==> config.mk <==
export PLATFORM = sky130hd
export DESIGN_NAME = limn2600_interval_timer
export DESIGN_NICKNAME = d
export VERILOG_FILES = /design/src/rtl/limn2600_interval_timer.sv
export SDC_FILE = /design/constraint.sdc
export NUM_CORES = 1
export LEC_CHECK = 0
export CAP_MARGIN = 20
export CORE_ASPECT_RATIO = 0.9
export CORE_MARGIN = 1.5
export CORE_UTILIZATION = 50
export CTS_CLUSTER_SIZE = 25
export DETAILED_ROUTE_END_ITERATION = 10
export GPL_TIMING_DRIVEN = 0
export HOLD_SLACK_MARGIN = 0.03
export PLACE_DENSITY = 0.87
export SLEW_MARGIN = 40
export SYNTH_ARGS = -nofsm -noshare
export SYNTH_HDL_FRONTEND = slang
export SYNTH_SLANG_ARGS = --single-unit
==> constraint.sdc <==
create_clock -name clk -period 7.78 [get_ports clk]
set_clock_uncertainty 0.05 [all_clocks]
set_input_delay 1.945 -clock clk [delete_from_list [all_inputs] [get_ports clk]]
set_output_delay 1.945 -clock clk [all_outputs]
set_load 0.005 [all_outputs]
==> src/rtl/limn2600_interval_timer.sv <==
// Limn2600 bus-mapped interval timer: prescaled down-counter with reload and W1C pending.
// Optional 64-bit UPTIME counter at 0x10/0x14 when LIMN2600_TIMER_UPTIME_EN is defined.
module limn2600_interval_timer #(
  parameter logic [31:0] BASE     = 32'hF800_0000,
  parameter int unsigned PRESCALE = 16
) (
  input  logic        clk,
  input  logic        rst,
  input  logic        cs,
  input  logic        we,
  input  logic [31:0] addr,
  input  logic [31:0] data_in,
  output logic [31:0] data_out,
  output logic        rdy,
  output logic        irq
);

  localparam logic [2:0]  A_CTRL   = 3'd0;
  localparam logic [2:0]  A_RELOAD = 3'd1;
  localparam logic [2:0]  A_COUNT  = 3'd2;
  localparam logic [2:0]  A_STATUS = 3'd3;
`ifdef LIMN2600_TIMER_UPTIME_EN
  localparam logic [2:0]  A_UPLO   = 3'd4;
  localparam logic [2:0]  A_UPHI   = 3'd5;
`endif
  localparam logic [15:0] PS_MAX   = 16'(PRESCALE - 1);

  logic [2:0]  r_ctrl;
  logic [31:0] r_reload;
  logic [31:0] r_count;
  logic        r_pend;
  logic [15:0] r_presc;
  logic        r_rdy;
  logic [31:0] r_dout;
  logic        r_irq;

  logic        w_hit;
  logic        w_wr;
  logic        w_rd;
  logic [2:0]  w_sel;
  logic        w_wr_ctrl;
  logic        w_wr_reload;
  logic        w_wr_status;
  logic        w_tick;
  logic        w_tick_ok;
  logic        w_expire;
  logic [2:0]  w_ctrl_nxt;
  logic [31:0] w_count_nxt;
  logic [15:0] w_presc_nxt;
  logic        w_pend_nxt;
  logic [31:0] w_rdata;
  logic        w_unused;

  assign w_unused = &{1'b0, addr[1:0]};

  assign w_hit = cs & (addr[31:5] == BASE[31:5]) & ~r_rdy;
  assign w_wr  = w_hit & we;
  assign w_rd  = w_hit & ~we;
  assign w_sel = addr[4:2];

  assign w_wr_ctrl   = w_wr & (w_sel == A_CTRL);
  assign w_wr_reload = w_wr & (w_sel == A_RELOAD);
  assign w_wr_status = w_wr & (w_sel == A_STATUS);

  // A RELOAD write or an EN-clearing CTRL write swallows a coincident tick
  assign w_tick    = r_ctrl[0] & (r_presc == PS_MAX);
  assign w_tick_ok = w_tick & ~w_wr_reload
                   & ~(w_wr_ctrl & ~data_in[0]);
  assign w_expire  = w_tick_ok & (r_count == 32'd0);

  always_comb begin
    w_ctrl_nxt = r_ctrl;
    if (w_wr_ctrl)
      w_ctrl_nxt = data_in[2:0];
    if (w_expire & ~w_ctrl_nxt[1])
      w_ctrl_nxt[0] = 1'b0;
  end

  always_comb begin
    w_count_nxt = r_count;
    if (w_wr_reload)
      w_count_nxt = data_in;
    else if (w_tick_ok) begin
      if (r_count != 32'd0)
        w_count_nxt = r_count - 32'd1;
      else if (w_ctrl_nxt[1])
        w_count_nxt = r_reload;
      else
        w_count_nxt = 32'd0;
    end
  end

  always_comb begin
    w_presc_nxt = 16'd0;
    if (!(w_wr_reload | ~w_ctrl_nxt[0] | w_tick) && r_ctrl[0])
      w_presc_nxt = r_presc + 16'd1;
  end

  // Expiry beats a same-edge W1C
  assign w_pend_nxt = (r_pend & ~(w_wr_status & data_in[0])) | w_expire;

`ifdef LIMN2600_TIMER_UPTIME_EN
  logic [63:0] r_uptime;
  logic [31:0] r_up_hi;

  always_ff @(posedge clk) begin
    if (rst) begin
      r_uptime <= 64'd0;
      r_up_hi  <= 32'd0;
    end else begin
      r_uptime <= r_uptime + 64'd1;
      if (w_rd && (w_sel == A_UPLO))
        r_up_hi <= r_uptime[63:32];
    end
  end
`endif

  always_comb begin
    w_rdata = 32'd0;
    unique case (w_sel)
      A_CTRL:   w_rdata = {29'd0, r_ctrl};
      A_RELOAD: w_rdata = r_reload;
      A_COUNT:  w_rdata = r_count;
      A_STATUS: w_rdata = {31'd0, r_pend};
`ifdef LIMN2600_TIMER_UPTIME_EN
      A_UPLO:   w_rdata = r_uptime[31:0];
      A_UPHI:   w_rdata = r_up_hi;
`endif
      default:  w_rdata = 32'd0;
    endcase
  end

  always_ff @(posedge clk) begin
    if (rst) begin
      r_ctrl   <= 3'd0;
      r_reload <= 32'd0;
      r_count  <= 32'd0;
      r_pend   <= 1'b0;
      r_presc  <= 16'd0;
      r_rdy    <= 1'b0;
      r_dout   <= 32'd0;
      r_irq    <= 1'b0;
    end else begin
      r_ctrl  <= w_ctrl_nxt;
      r_count <= w_count_nxt;
      r_presc <= w_presc_nxt;
      r_pend  <= w_pend_nxt;
      r_rdy   <= w_hit;
      r_dout  <= w_rd ? w_rdata : 32'd0;
      r_irq   <= r_pend & r_ctrl[2];
      if (w_wr_reload)
        r_reload <= data_in;
    end
  end

  assign data_out = r_dout;
  assign rdy      = r_rdy;
  assign irq      = r_irq;

endmodule

==> impl_results.html <==
<table>
<tr><th>Metric</th><th>Value</th></tr>
<tr><th colspan="2">CTS</th></tr>
<tr><td>Post-cts resize count</td><td>0</td></tr>
<tr><td>Worst-skew pair later-pin latency</td><td>430 ps</td></tr>
<tr><td>Clock slew seen by the registers of the worst setup and hold paths</td><td>50 ps</td></tr>
<tr><td>H-tree depth</td><td>4</td></tr>
<tr><td>Clk sink count</td><td>118</td></tr>
<tr><td>CTS Buffer Depth</td><td>2</td></tr>
<tr><td>Cell at the root of the clock tree</td><td>clkbuf_16</td></tr>
<tr><td>Cts bufs inserted</td><td>17</td></tr>
<tr><td>Number of buffers inserted by hold repair at cts</td><td>0</td></tr>
<tr><td>Post-CTS setup buffer count</td><td>0</td></tr>
<tr><td>TritonCTS clock tree</td><td>done</td></tr>
<tr><th colspan="2">Route</th></tr>
<tr><td>First drt pass iteration count</td><td>6</td></tr>
<tr><td>Total length of routed wires</td><td>18100 um</td></tr>
<tr><td>Detailed-route via count</td><td>5778</td></tr>
<tr><td>Average wire per standard cell</td><td>19.4 um</td></tr>
<tr><td>Antenna violation net count after detailed routing</td><td>0</td></tr>
<tr><td>Drc violations</td><td>0</td></tr>
<tr><td>Via/cell ratio</td><td>6.20</td></tr>
<tr><td>Number of DRC violations after detailed-routing iteration 0</td><td>506</td></tr>
<tr><th colspan="2">Global routing</th></tr>
<tr><td>Wire length of the first global-routing pass</td><td>28100 um</td></tr>
<tr><td>Vias in the first global route</td><td>5561</td></tr>
<tr><td>Maximum number of pins on one net before global-route repair</td><td>17</td></tr>
<tr><td>Aggregate global-route resource usage</td><td>0.313</td></tr>
<tr><td>Congestion Overflow GR</td><td>0</td></tr>
<tr><td>Number of antenna violations at the first check in global routing</td><td>0</td></tr>
<tr><th colspan="2">Finish</th></tr>
<tr><td>Syn-to-layout area delta</td><td>31.7%</td></tr>
<tr><td>Final-stage net count</td><td>858</td></tr>
<tr><td>Leading cell type in the layout, fill and taps excluded</td><td>dfxtp_1</td></tr>
<tr><td>Post-route cell area</td><td>0.00730 sq mm</td></tr>
<tr><td>Layout filler cell count</td><td>924</td></tr>
<tr><td>Layout cell share with drive strength beyond 1</td><td>0.0701</td></tr>
<tr><td>Inserted Diodes</td><td>0</td></tr>
<tr><td>Highest-count cells in the layout ignoring fill and taps</td><td>dfxtp_1 (118), nand2_1 (100), clkdlybuf4s50_1 (98), nor2_1 (85), a21oi_1 (54)</td></tr>
<tr><th colspan="2">Synthesis</th></tr>
<tr><td>Cell variety after synth</td><td>56</td></tr>
<tr><td>Summed instance area of the synthesized netlist</td><td>0.00554 sq mm</td></tr>
<tr><td>Adder-cell share of the synthesized area</td><td>0.00677</td></tr>
<tr><td>Post-synth EDFFs</td><td>0</td></tr>
<tr><td>Most instantiated flip-flop cell in the synthesis netlist</td><td>dfxtp_1</td></tr>
<tr><td>Multiplexer area fraction after synthesis</td><td>0.00903</td></tr>
<tr><td>Net count of the mapped netlist</td><td>741</td></tr>
<tr><td>Mean cell area of the mapped netlist</td><td>8.27 sq um</td></tr>
<tr><td>Compound-cell area share of the yosys netlist</td><td>0.214</td></tr>
<tr><td>Combinational family with the most area after synthesis</td><td>simple AND/OR/NAND/NOR gates</td></tr>
<tr><td>Number of warnings reported in the yosys synthesis log</td><td>0</td></tr>
<tr><td>Xor/xnor cell area share of the yosys netlist</td><td>0.0585</td></tr>
<tr><td>Post-synthesis simple-gate area fraction</td><td>0.245</td></tr>
<tr><td>Register bit count reported by yosys</td><td>118</td></tr>
<tr><td>Share of synthesized registers carrying an async set or reset</td><td>0</td></tr>
<tr><td>Synth Instances</td><td>670</td></tr>
<tr><td>Proportion of synthesized chip area in sequential cells</td><td>0.426</td></tr>
<tr><th colspan="2">STA</th></tr>
<tr><td>Min cycle time layout</td><td>4600 ps</td></tr>
<tr><td>Setup repair after global routing missed its margin</td><td>false</td></tr>
<tr><td>F_max</td><td>217 MHz</td></tr>
<tr><td>Post-Route Hold Slack</td><td>426 ps</td></tr>
<tr><td>Slew Viols, Final</td><td>0</td></tr>
<tr><td>Tcrit/Tclk final</td><td>0.592</td></tr>
<tr><td>Setup slack of the critical path after layout</td><td>3180 ps</td></tr>
<tr><td>Number of hold violations in the final report</td><td>0</td></tr>
<tr><td>Aggregate negative setup slack</td><td>0 ps</td></tr>
<tr><td>Slew at the pin closest to its max-slew limit</td><td>737 ps</td></tr>
<tr><td>Worst slew margin</td><td>0.508</td></tr>
<tr><td>Count of endpoints failing setup in the final report</td><td>0</td></tr>
<tr><th colspan="2">Die</th></tr>
<tr><td>Std-Cell Rows</td><td>36</td></tr>
<tr><td>Effective utilization at floorplan</td><td>0.513</td></tr>
<tr><td>Total die area</td><td>0.0117 sq mm</td></tr>
<tr><td>Area inside the core boundary</td><td>0.0108 sq mm</td></tr>
<tr><td>Num ports</td><td>102</td></tr>
<tr><td>Width of the chip</td><td>114 um</td></tr>
<tr><td>Die H</td><td>103 um</td></tr>
<tr><th colspan="2">Setup path</th></tr>
<tr><td>Category of the worst setup path capture point</td><td>flop</td></tr>
<tr><td>Required arrival time at the worst endpoint</td><td>8040 ps</td></tr>
<tr><td>Most used cell, CP</td><td>clkbuf_1</td></tr>
<tr><td>Kind of start point of the critical path</td><td>input pin</td></tr>
<tr><td>Class of the most critical setup path</td><td>in2reg</td></tr>
<tr><td>Worst-path cell with the longest stage delay</td><td>clkdlybuf4s50_1</td></tr>
<tr><td>Worst endpoint data arrival time</td><td>4860 ps</td></tr>
<tr><td>Critical path buffers and inverters</td><td>4</td></tr>
<tr><td>Sequence of cells on the critical path</td><td>clkdlybuf4s50_1 -&gt; nor2b_1 -&gt; nor2b_1 -&gt; clkbuf_1 -&gt; nand3_1 -&gt; clkbuf_1 -&gt; clkbuf_1 -&gt; nor2_1 -&gt; nor3_1</td></tr>
<tr><td>Critical path's top delay family</td><td>buffers and inverters</td></tr>
<tr><td>Max stage delay on crit path</td><td>660 ps</td></tr>
<tr><td>Highest net fanout along the worst path</td><td>10</td></tr>
<tr><th colspan="2">Placed design</th></tr>
<tr><td>Last weighted congestion value of the routability-driven placer</td><td>0.963</td></tr>
<tr><td>Placed Instance Area</td><td>0.00669 sq mm</td></tr>
<tr><td>HPWL after detailed placement</td><td>12100 um</td></tr>
<tr><td>Port Buffers</td><td>98</td></tr>
<tr><td>Setup Slack @ Placement</td><td>2910 ps</td></tr>
<tr><th colspan="2">Power and ir drop</th></tr>
<tr><td>Worst ir drop on vdd</td><td>0.000155 V</td></tr>
<tr><td>Power per cell area</td><td>202 mW/mm^2</td></tr>
<tr><td>Standby leakage power</td><td>2.56 nW</td></tr>
<tr><td>Overall Power</td><td>1.47 mW</td></tr>
<tr><th colspan="2">Status</th></tr>
<tr><td>Outcome</td><td>finished clean</td></tr>
<tr><th colspan="2">Run</th></tr>
<tr><td>Count of maximum capacitance violations</td><td>0</td></tr>
<tr><th colspan="2">Min path</th></tr>
<tr><td>Worst Hold Class</td><td>reg2reg</td></tr>
</table>
## cell usage after synthesis (3+ instances only)
cell type / instances / area (sq um)
a22oi_1: 31 / 233
or3_1: 4 / 25.0
a31oi_1: 3 / 18.8
o21ai_0: 23 / 115
nor4_1: 18 / 113
inv_1: 4 / 15.0
and4_1: 3 / 26.3
a21o_1: 7 / 52.6
nor3b_1: 3 / 22.5
nor2_1: 85 / 319
a21oi_1: 54 / 270
o32ai_1: 11 / 96.3
xor2_1: 27 / 236
nand3_1: 11 / 55.1
nand2_1: 100 / 375
nand4_1: 9 / 56.3
a211oi_1: 9 / 67.6
dfxtp_1: 118 / 2360
buf_6: 5 / 56.3
a221oi_1: 21 / 184
xnor2_1: 10 / 87.6
ha_1: 3 / 37.5
o21a_1: 4 / 30.0
nor3_1: 17 / 85.1
clkbuf_1: 34 / 128
or4_1: 5 / 37.5
mux2i_1: 5 / 50.1
buf_2: 4 / 20.0
and3_1: 8 / 50.1
## routing by layer
| metal | track usage | vias up | wire, um |
|---|---|---|---|
| met4 | 0.140 | 0 | 518 |
| met5 | 0 | - | 0 |
| met3 | 0.0794 | 57 | 1750 |
| li1 | - | 2657 | - |
| met2 | 0.525 | 348 | 8420 |
| met1 | 0.386 | 2716 | 7420 |
## worst reg2reg max path: stages (launching register included)
cell and delay, ps:
dfxtp_1 340, inv_1 120, ha_1 210, nor3b_1 630
nand4_1 520, nor4_1 420, mux2i_1 270, nand2_1 70
o21ai_0 200, a21oi_1 90
## layout make-up
cell class,count,area (sq um),area share
clock inverters,8,121,0.0166
clock buffers,23,488,0.0669
inverters,4,15.0,0.00206
repair buffers,98,981,0.134
flip-flops and latches,118,2360,0.324
well taps,133,166,0.0228
multi-input cells,504,2960,0.405
plain buffers,44,209,0.0286
## state kept, by name, indices dropped and copies added (netlist names)
name / count
r_ctrl: 3
irq: 1
data_out: 32
r_count: 32
r_pend: 1
rdy: 1
r_presc: 16
r_reload: 32
## final timing paths
kind,start,endpoint,slack [ps],cells after the start
max,addr[2],r_count[8]$_SDFFE_PP0P_,3180,9
max reg2reg,r_count[0]$_SDFFE_PP0P_,r_count[30]$_SDFFE_PP0P_,4740,9
min,r_reload[9]$_SDFFE_PP0P_,r_reload[9]$_SDFFE_PP0P_,430,2
min reg2reg,r_reload[9]$_SDFFE_PP0P_,r_reload[9]$_SDFFE_PP0P_,430,2
## power breakdown
group          total, mW  switching [mW]  leakage (nW)  internal, mW
clock              0.808           0.275         0.299         0.534
combinational     0.0589          0.0260          1.31        0.0330
sequential         0.605  0.000000000168         0.950         0.605
total               1.47           0.301          2.56          1.17
## through the flow
step                      std cells  utilization
after global placement          901        0.619
after CTS                       932        0.675
final                           932        0.675
after floorplan                 670            -
after global routing            932        0.675
after detailed placement        901        0.619
## cells by family after synthesis
| logic type | count (synthesis) |
|---|---|
| mux | 5 |
| buf+inv | 48 |
| simple gates | 285 |
| compound gates | 174 |
| flops | 118 |
| fa+ha+maj | 3 |
| xor+xnor | 37 |
(Power assumes the default switching activity.)
